--- src/rtl/key_event_gen.sv ---
// Push-button front-end: per-key synchroniser, debouncer and hold FSM producing
// a debounced level plus single-cycle press, release, long-press and auto-repeat pulses.
module key_event_gen #(
   parameter int NKEYS           = 3,
   parameter int DEBOUNCE_CYCLES = 500000,
   parameter int LONG_CYCLES     = 50000000,
   parameter int REPEAT_CYCLES   = 12500000
) (
   input  logic                 clk_50mhz,
   input  logic                 reset,
   input  logic [NKEYS-1:0]     key_n,
   output logic [NKEYS-1:0]     key_level,
   output logic [NKEYS-1:0]     key_press,
   output logic [NKEYS-1:0]     key_release,
   output logic [NKEYS-1:0]     key_long,
   output logic [NKEYS-1:0]     key_repeat,
   output logic [2*NKEYS-1:0]   hold_state
);

   localparam int DB_W   = $clog2(DEBOUNCE_CYCLES);
   localparam int HOLD_W = $clog2(LONG_CYCLES + 1);
   localparam int REP_W  = $clog2(REPEAT_CYCLES + 1);

   localparam logic [DB_W-1:0]   DB_LAST   = DB_W'(DEBOUNCE_CYCLES - 1);
   localparam logic [HOLD_W-1:0] HOLD_LAST = HOLD_W'(LONG_CYCLES - 1);
   localparam logic [REP_W-1:0]  REP_LAST  = REP_W'(REPEAT_CYCLES - 1);

   typedef enum logic [1:0] {
      ST_IDLE   = 2'd0,
      ST_HELD   = 2'd1,
      ST_REPEAT = 2'd2
   } hold_state_t;

   for (genvar k = 0; k < NKEYS; k++) begin : g_key
      logic              sync1;
      logic              sync2;
      logic              pressed_s;
      logic              level;
      logic [DB_W-1:0]   db_cnt;
      logic              differ;
      logic              db_done;
      logic              rise;
      logic              fall;

      hold_state_t       state;
      hold_state_t       state_nx;
      logic [HOLD_W-1:0] hold_cnt;
      logic [HOLD_W-1:0] hold_cnt_nx;
      logic [REP_W-1:0]  rep_cnt;
      logic [REP_W-1:0]  rep_cnt_nx;

      logic press_q, release_q, long_q, repeat_q;
      logic press_nx, release_nx, long_nx, repeat_nx;

      assign pressed_s = ~sync2;
      assign differ    = (pressed_s != level);
      assign db_done   = differ && (db_cnt == DB_LAST);
      assign rise      = db_done && pressed_s;
      assign fall      = db_done && !pressed_s;

      // Synchroniser presets to "released" so a key held through reset is re-debounced.
      always_ff @(posedge clk_50mhz) begin
         if (reset) begin
            sync1  <= 1'b1;
            sync2  <= 1'b1;
            db_cnt <= '0;
            level  <= 1'b0;
         end else begin
            sync1 <= key_n[k];
            sync2 <= sync1;
            if (!differ) begin
               db_cnt <= '0;
            end else if (db_done) begin
               level  <= pressed_s;
               db_cnt <= '0;
            end else begin
               db_cnt <= db_cnt + 1'b1;
            end
         end
      end

      // A release debouncing on the same edge wins over any long/repeat pulse.
      always_comb begin
         state_nx    = state;
         hold_cnt_nx = hold_cnt;
         rep_cnt_nx  = rep_cnt;
         press_nx    = 1'b0;
         release_nx  = 1'b0;
         long_nx     = 1'b0;
         repeat_nx   = 1'b0;
         if (fall) begin
            state_nx    = ST_IDLE;
            hold_cnt_nx = '0;
            rep_cnt_nx  = '0;
            release_nx  = 1'b1;
         end else begin
            case (state)
               ST_IDLE: begin
                  if (rise) begin
                     state_nx    = ST_HELD;
                     hold_cnt_nx = '0;
                     press_nx    = 1'b1;
                     repeat_nx   = 1'b1;
                  end
               end
               ST_HELD: begin
                  if (hold_cnt == HOLD_LAST) begin
                     state_nx   = ST_REPEAT;
                     rep_cnt_nx = '0;
                     long_nx    = 1'b1;
                     repeat_nx  = 1'b1;
                  end else begin
                     hold_cnt_nx = hold_cnt + 1'b1;
                  end
               end
               ST_REPEAT: begin
                  if (rep_cnt == REP_LAST) begin
                     rep_cnt_nx = '0;
                     repeat_nx  = 1'b1;
                  end else begin
                     rep_cnt_nx = rep_cnt + 1'b1;
                  end
               end
               default: begin
                  state_nx = ST_IDLE;
               end
            endcase
         end
      end

      always_ff @(posedge clk_50mhz) begin
         if (reset) begin
            state     <= ST_IDLE;
            hold_cnt  <= '0;
            rep_cnt   <= '0;
            press_q   <= 1'b0;
            release_q <= 1'b0;
            long_q    <= 1'b0;
            repeat_q  <= 1'b0;
         end else begin
            state     <= state_nx;
            hold_cnt  <= hold_cnt_nx;
            rep_cnt   <= rep_cnt_nx;
            press_q   <= press_nx;
            release_q <= release_nx;
            long_q    <= long_nx;
            repeat_q  <= repeat_nx;
         end
      end

      assign key_level[k]          = level;
      assign key_press[k]          = press_q;
      assign key_release[k]        = release_q;
      assign key_long[k]           = long_q;
      assign key_repeat[k]         = repeat_q;
      assign hold_state[2*k +: 2]  = state;
   end

endmodule

--- config.mk ---
export PLATFORM = sky130hd
export DESIGN_NAME = key_event_gen
export DESIGN_NICKNAME = d
export VERILOG_FILES = /design/src/rtl/key_event_gen.sv
export SDC_FILE = /design/constraint.sdc
export NUM_CORES = 1
export LEC_CHECK = 0
export BUFFER_PORTS_ARGS = -buffer_cell sky130_fd_sc_hd__buf_2
export CORE_ASPECT_RATIO = 1.25
export CORE_MARGIN = 2
export CORE_UTILIZATION = 44
export CTS_BUF_LIST = sky130_fd_sc_hd__clkbuf_4 sky130_fd_sc_hd__clkbuf_8
export DETAILED_ROUTE_END_ITERATION = 16
export GPL_TIMING_DRIVEN = 0
export HOLD_SLACK_MARGIN = 0.12
export SLEW_MARGIN = 20
export SYNTH_ARGS = -nofsm -noshare
export SYNTH_HDL_FRONTEND = slang
export SYNTH_SLANG_ARGS = --single-unit
--- constraint.sdc ---
create_clock -name clk_50mhz -period 2.75 [get_ports clk_50mhz]
set_clock_uncertainty 0.05 [all_clocks]
set_input_delay 0.1375 -clock clk_50mhz [delete_from_list [all_inputs] [get_ports clk_50mhz]]
set_output_delay 0.1375 -clock clk_50mhz [all_outputs]
set_load 0.005 [all_outputs]
==> out/qor.log <==
INFO  detailed_routing met3_wirelength=1140um
INFO  setup_path     critical-path-max-stage-delay=0.45ns
INFO  final_layout   seqCellArea=4680squm
INFO  cts            clock_sinks=234
INFO  detailed_routing detail_route.drc_violations=0
INFO  placed_design  last_weighted_congestion_value_of_the_routability_driven_placer=0.860
INFO  synth          synth_edf_count=0
INFO  sta            slew_headroom=0.459
INFO  detailed_routing dr.pass1.iters=5
INFO  setup_path     path_buf_inv=2
INFO  synth          postSynthRegisterBits=234
INFO  placed_design  place_hpwl=19400um
INFO  cts            cts.clk_slew.worst_paths=0.06ns
INFO  setup_path     crit_chain=ha_1 -> and4_1 -> nand4_1 -> o31ai_4 -> clkbuf_2 -> clkbuf_1 -> nor2_1
INFO  placed_design  dpl.cell_count=1776
INFO  synth          seq_area_frac_synth=0.405
INFO  grt            grt_first_pass_wirelength=47600um
INFO  final_layout   antenna_cells=0
INFO  setup_path     crit_path_max_fanout=10
INFO  synth          syn_inst=1412
INFO  final_layout   area_growth=13.4%
INFO  detailed_routing initialDrtViolationCount=503
INFO  synth          synth.top_cells.by_count=234 x sky130_fd_sc_hd__dfxtp_1, 213 x sky130_fd_sc_hd__nor2_1, 121 x sky130_fd_sc_hd__a21oi_1, 106 x sky130_fd_sc_hd__nand2_1, 85 x sky130_fd_sc_hd__nand3_1
INFO  final_layout   final_net_count=1499
INFO  setup_path     worstPathRequired=3.10ns
INFO  final_layout   post_route_cells_drive_above_1_share=0.125
INFO  grt            grt_start_max_net_pins=11
INFO  floorplan      die_area=27600squm
INFO  pwr            p_per_area=512nW/um^2
INFO  setup_path     arrival=2.97ns
INFO  cts            max-clock-path-buffers=3
INFO  run            cap_violations=0
INFO  sta            post-route-min-period=2.62ns
INFO  cts            cts.htree.levels=2
INFO  sta            worst_pin_slew=0.809ns
INFO  setup_path     timing.setup.critical_path_class=reg2reg
INFO  synth          async_flop_share=0
INFO  floorplan      initial_core_util=0.446
INFO  pwr            ir_worst_vdd=0.337mV
INFO  floorplan      rows=66
INFO  synth          synth_largest_area_cell=sky130_fd_sc_hd__dfxtp_1
INFO  synth          syn_nets=1426
INFO  setup_path     end_kind=flip-flop
INFO  synth          yosys.cell_count.top_type=sky130_fd_sc_hd__dfxtp_1
INFO  synth          synth_area=11600squm
INFO  detailed_routing totalWireLength=27900um
INFO  detailed_routing top_signal_layer_used=met4
INFO  detailed_routing routed-wl-met2=13500um
INFO  cts            clock-root-buffer=sky130_fd_sc_hd__clkbuf_8
INFO  sta            rsz0062_at_grt=yes
INFO  detailed_routing final_antenna_net_count=0
INFO  setup_path     critPathSlowestCell=sky130_fd_sc_hd__o31ai_4
INFO  grt            grt_total_usage=0.204
INFO  synth          synthesis.yosys.warnings=0
INFO  final_layout   footprint_of_the_multi_input_gates=6550squm
INFO  sta            max_freq=382MHz
INFO  outcome        run_status=finished, final reports clean
INFO  cts            tritoncts=built
INFO  grt            initial_antenna_violation_count=0
INFO  floorplan      design.portCount=26
INFO  grt            grt_overflow_total=0
INFO  setup_path     crit_path_start_kind=flip-flop
INFO  placed_design  port_buffers=24
INFO  final_layout   num-fill-cells=2565
INFO  detailed_routing route.detailed.wl_per_inst=15.1um
INFO  sta            report.final.slew_viol_count=0
INFO  floorplan      die_height=185um
INFO  synth          ys_dominant_reg_cell=sky130_fd_sc_hd__dfxtp_1
INFO  sta            finalHoldViolCount=0
INFO  detailed_routing avgViaCountPerCell=5.68
INFO  cts            cts_inserted_buffers=40
INFO  pwr            leakagePower=4.30nW
INFO  sta            final.hold.worst_slack=0.281ns
INFO  synth          postSynthAreaPerCell=8.19squm
INFO  synth          post_synth_num_cell_types=81
INFO  setup_path     worst_path_dominant_cell_family=buffers and inverters
INFO  detailed_routing dr_total_vias=10.5k
INFO  grt            grt_pass1_vias=9907
INFO  synth          ys_top_cells_by_area=sky130_fd_sc_hd__dfxtp_1 41%, sky130_fd_sc_hd__nor2_1 6.9%, sky130_fd_sc_hd__a21oi_1 5.2%
INFO  pwr            total_power=6.71mW
INFO  sta            final_min_period_over_clock_period=0.951
INFO  sta            fin_tns_setup=0ns
INFO  floorplan      core_area=25900squm
INFO  worst_hold_path hp-class=in2reg
INFO  setup_path     r2r_slack=0.13ns
INFO  detailed_routing route.layer.met1.wl=12700um
INFO  final_layout   finalNonFillerCells=1853
INFO  floorplan      dieWidth=149um
INFO  synth          yosys.area.top_type_share=0.405
INFO  cts            latest_clock_arrival_within_the_worst_skew_pair=0.54ns
INFO  sta            setup_viol=0
-- final cells by class --
class,instances,share of cell area
clock inverters,4,0.00191
flip-flops and latches,234,0.357
plain buffers,67,0.0262
well taps,340,0.0325
inverters,27,0.00773
multi-input cells,1084,0.500
clock buffers,66,0.0607
repair buffers,31,0.0137
-- cells by family (layout without fill, tap and decap cells) --
group,count (synthesis),after routing,synth area share
AOI/OAI and AO/OA,300,300,0.165
adders and majority gates,9,9,0.00974
muxes,2,2,0.00184
xor gates and xnor gates,101,101,0.0765
and+or+nand+nor,672,672,0.305
DFF,234,234,0.405
buffers and inverters,94,195,0.0376
-- stage by stage --
stage               instance area, sq um  setup slack (ns)   util
finish                             13100             0.134  0.505
CTS                                13000            0.0108  0.501
floorplan                          11600             0.530      -
global route                       13100           -0.0284  0.505
detailed placement                 12100            -0.312  0.467
global placement                   12100            -0.267  0.467
-- worst paths after layout --
check / start / end / depth (start not counted)
min: reset / g_key[2].sync1$_SDFF_PP1_ / 2
max reg2reg: g_key[0].db_cnt[0]$_SDFF_PP0_ / g_key[0].rep_cnt[0]$_SDFFE_PP0P_ / 7
max: g_key[0].db_cnt[0]$_SDFF_PP0_ / g_key[0].rep_cnt[0]$_SDFFE_PP0P_ / 7
min reg2reg: g_key[2].sync1$_SDFF_PP1_ / g_key[2].sync2$_SDFF_PP1_ / 1
-- registers in the layout, summed over array words and instances, names as in the netlist --
signal           count
g_key.sync2          3
g_key.level          3
g_key.state          6
g_key.hold_cnt      78
g_key.repeat_q       3
g_key.long_q         3
g_key.rep_cnt       72
g_key.sync1          3
g_key.db_cnt        57
g_key.release_q      3
g_key.press_q        3
-- layout by cell type (no fill, tap or decap), types with 6 or more instances in the layout --
| master | count |
|---|---|
| sky130_fd_sc_hd__clkbuf_2 | 10 |
| sky130_fd_sc_hd__nor4bb_1 | 6 |
| sky130_fd_sc_hd__or2_2 | 14 |
| sky130_fd_sc_hd__nor4b_1 | 9 |
| sky130_fd_sc_hd__buf_2 | 30 |
| sky130_fd_sc_hd__xor2_1 | 61 |
| sky130_fd_sc_hd__inv_1 | 26 |
| sky130_fd_sc_hd__clkbuf_1 | 34 |
| sky130_fd_sc_hd__clkbuf_4 | 18 |
| sky130_fd_sc_hd__xnor2_1 | 40 |
| sky130_fd_sc_hd__or4_1 | 10 |
| sky130_fd_sc_hd__a21oi_1 | 120 |
| sky130_fd_sc_hd__nor3_1 | 32 |
| sky130_fd_sc_hd__and3_1 | 28 |
| sky130_fd_sc_hd__nand3_1 | 83 |
| sky130_fd_sc_hd__dfxtp_1 | 234 |
| sky130_fd_sc_hd__buf_4 | 19 |
| sky130_fd_sc_hd__nand4b_1 | 12 |
| sky130_fd_sc_hd__a211oi_1 | 15 |
| sky130_fd_sc_hd__or3_1 | 23 |
| sky130_fd_sc_hd__nor2b_1 | 12 |
| sky130_fd_sc_hd__a31oi_1 | 23 |
| sky130_fd_sc_hd__nor2_1 | 212 |
| sky130_fd_sc_hd__o21ai_0 | 69 |
| sky130_fd_sc_hd__nor4_1 | 15 |
| sky130_fd_sc_hd__nand4_1 | 50 |
| sky130_fd_sc_hd__ha_1 | 9 |
| sky130_fd_sc_hd__clkbuf_8 | 48 |
| sky130_fd_sc_hd__and2_1 | 7 |
| sky130_fd_sc_hd__nand2_1 | 104 |
| sky130_fd_sc_hd__and4_1 | 15 |
| sky130_fd_sc_hd__a311oi_1 | 6 |
| sky130_fd_sc_hd__o21a_1 | 7 |
| sky130_fd_sc_hd__a41oi_1 | 8 |
| sky130_fd_sc_hd__o2111ai_1 | 6 |
-- metal layers --
layer	up-vias	track usage
met5	-	0
li1	5260	-
met2	234	0.361
met4	0	0.0636
met3	55	0.0330
met1	4977	0.253
-- report_power, final --
part           internal, mW  leakage [nW]  total [mW]  switching [mW]
combinational        0.0234          1.98      0.0954          0.0720
clock                  1.82         0.436        3.21            1.39
sequential             3.40          1.89        3.40         0.00440
-- repair_timing --
action / CTS / global route
resized for setup: 6 / 27
hold endpoints to repair: 3 / 0
buffers inserted: 0 / 4
hold buffers: 3 / 0
endpoints found under the setup margin: 63 / 94
pin swaps: 0 / 2
No activity file was read; power rests on OpenSTA's default activity.
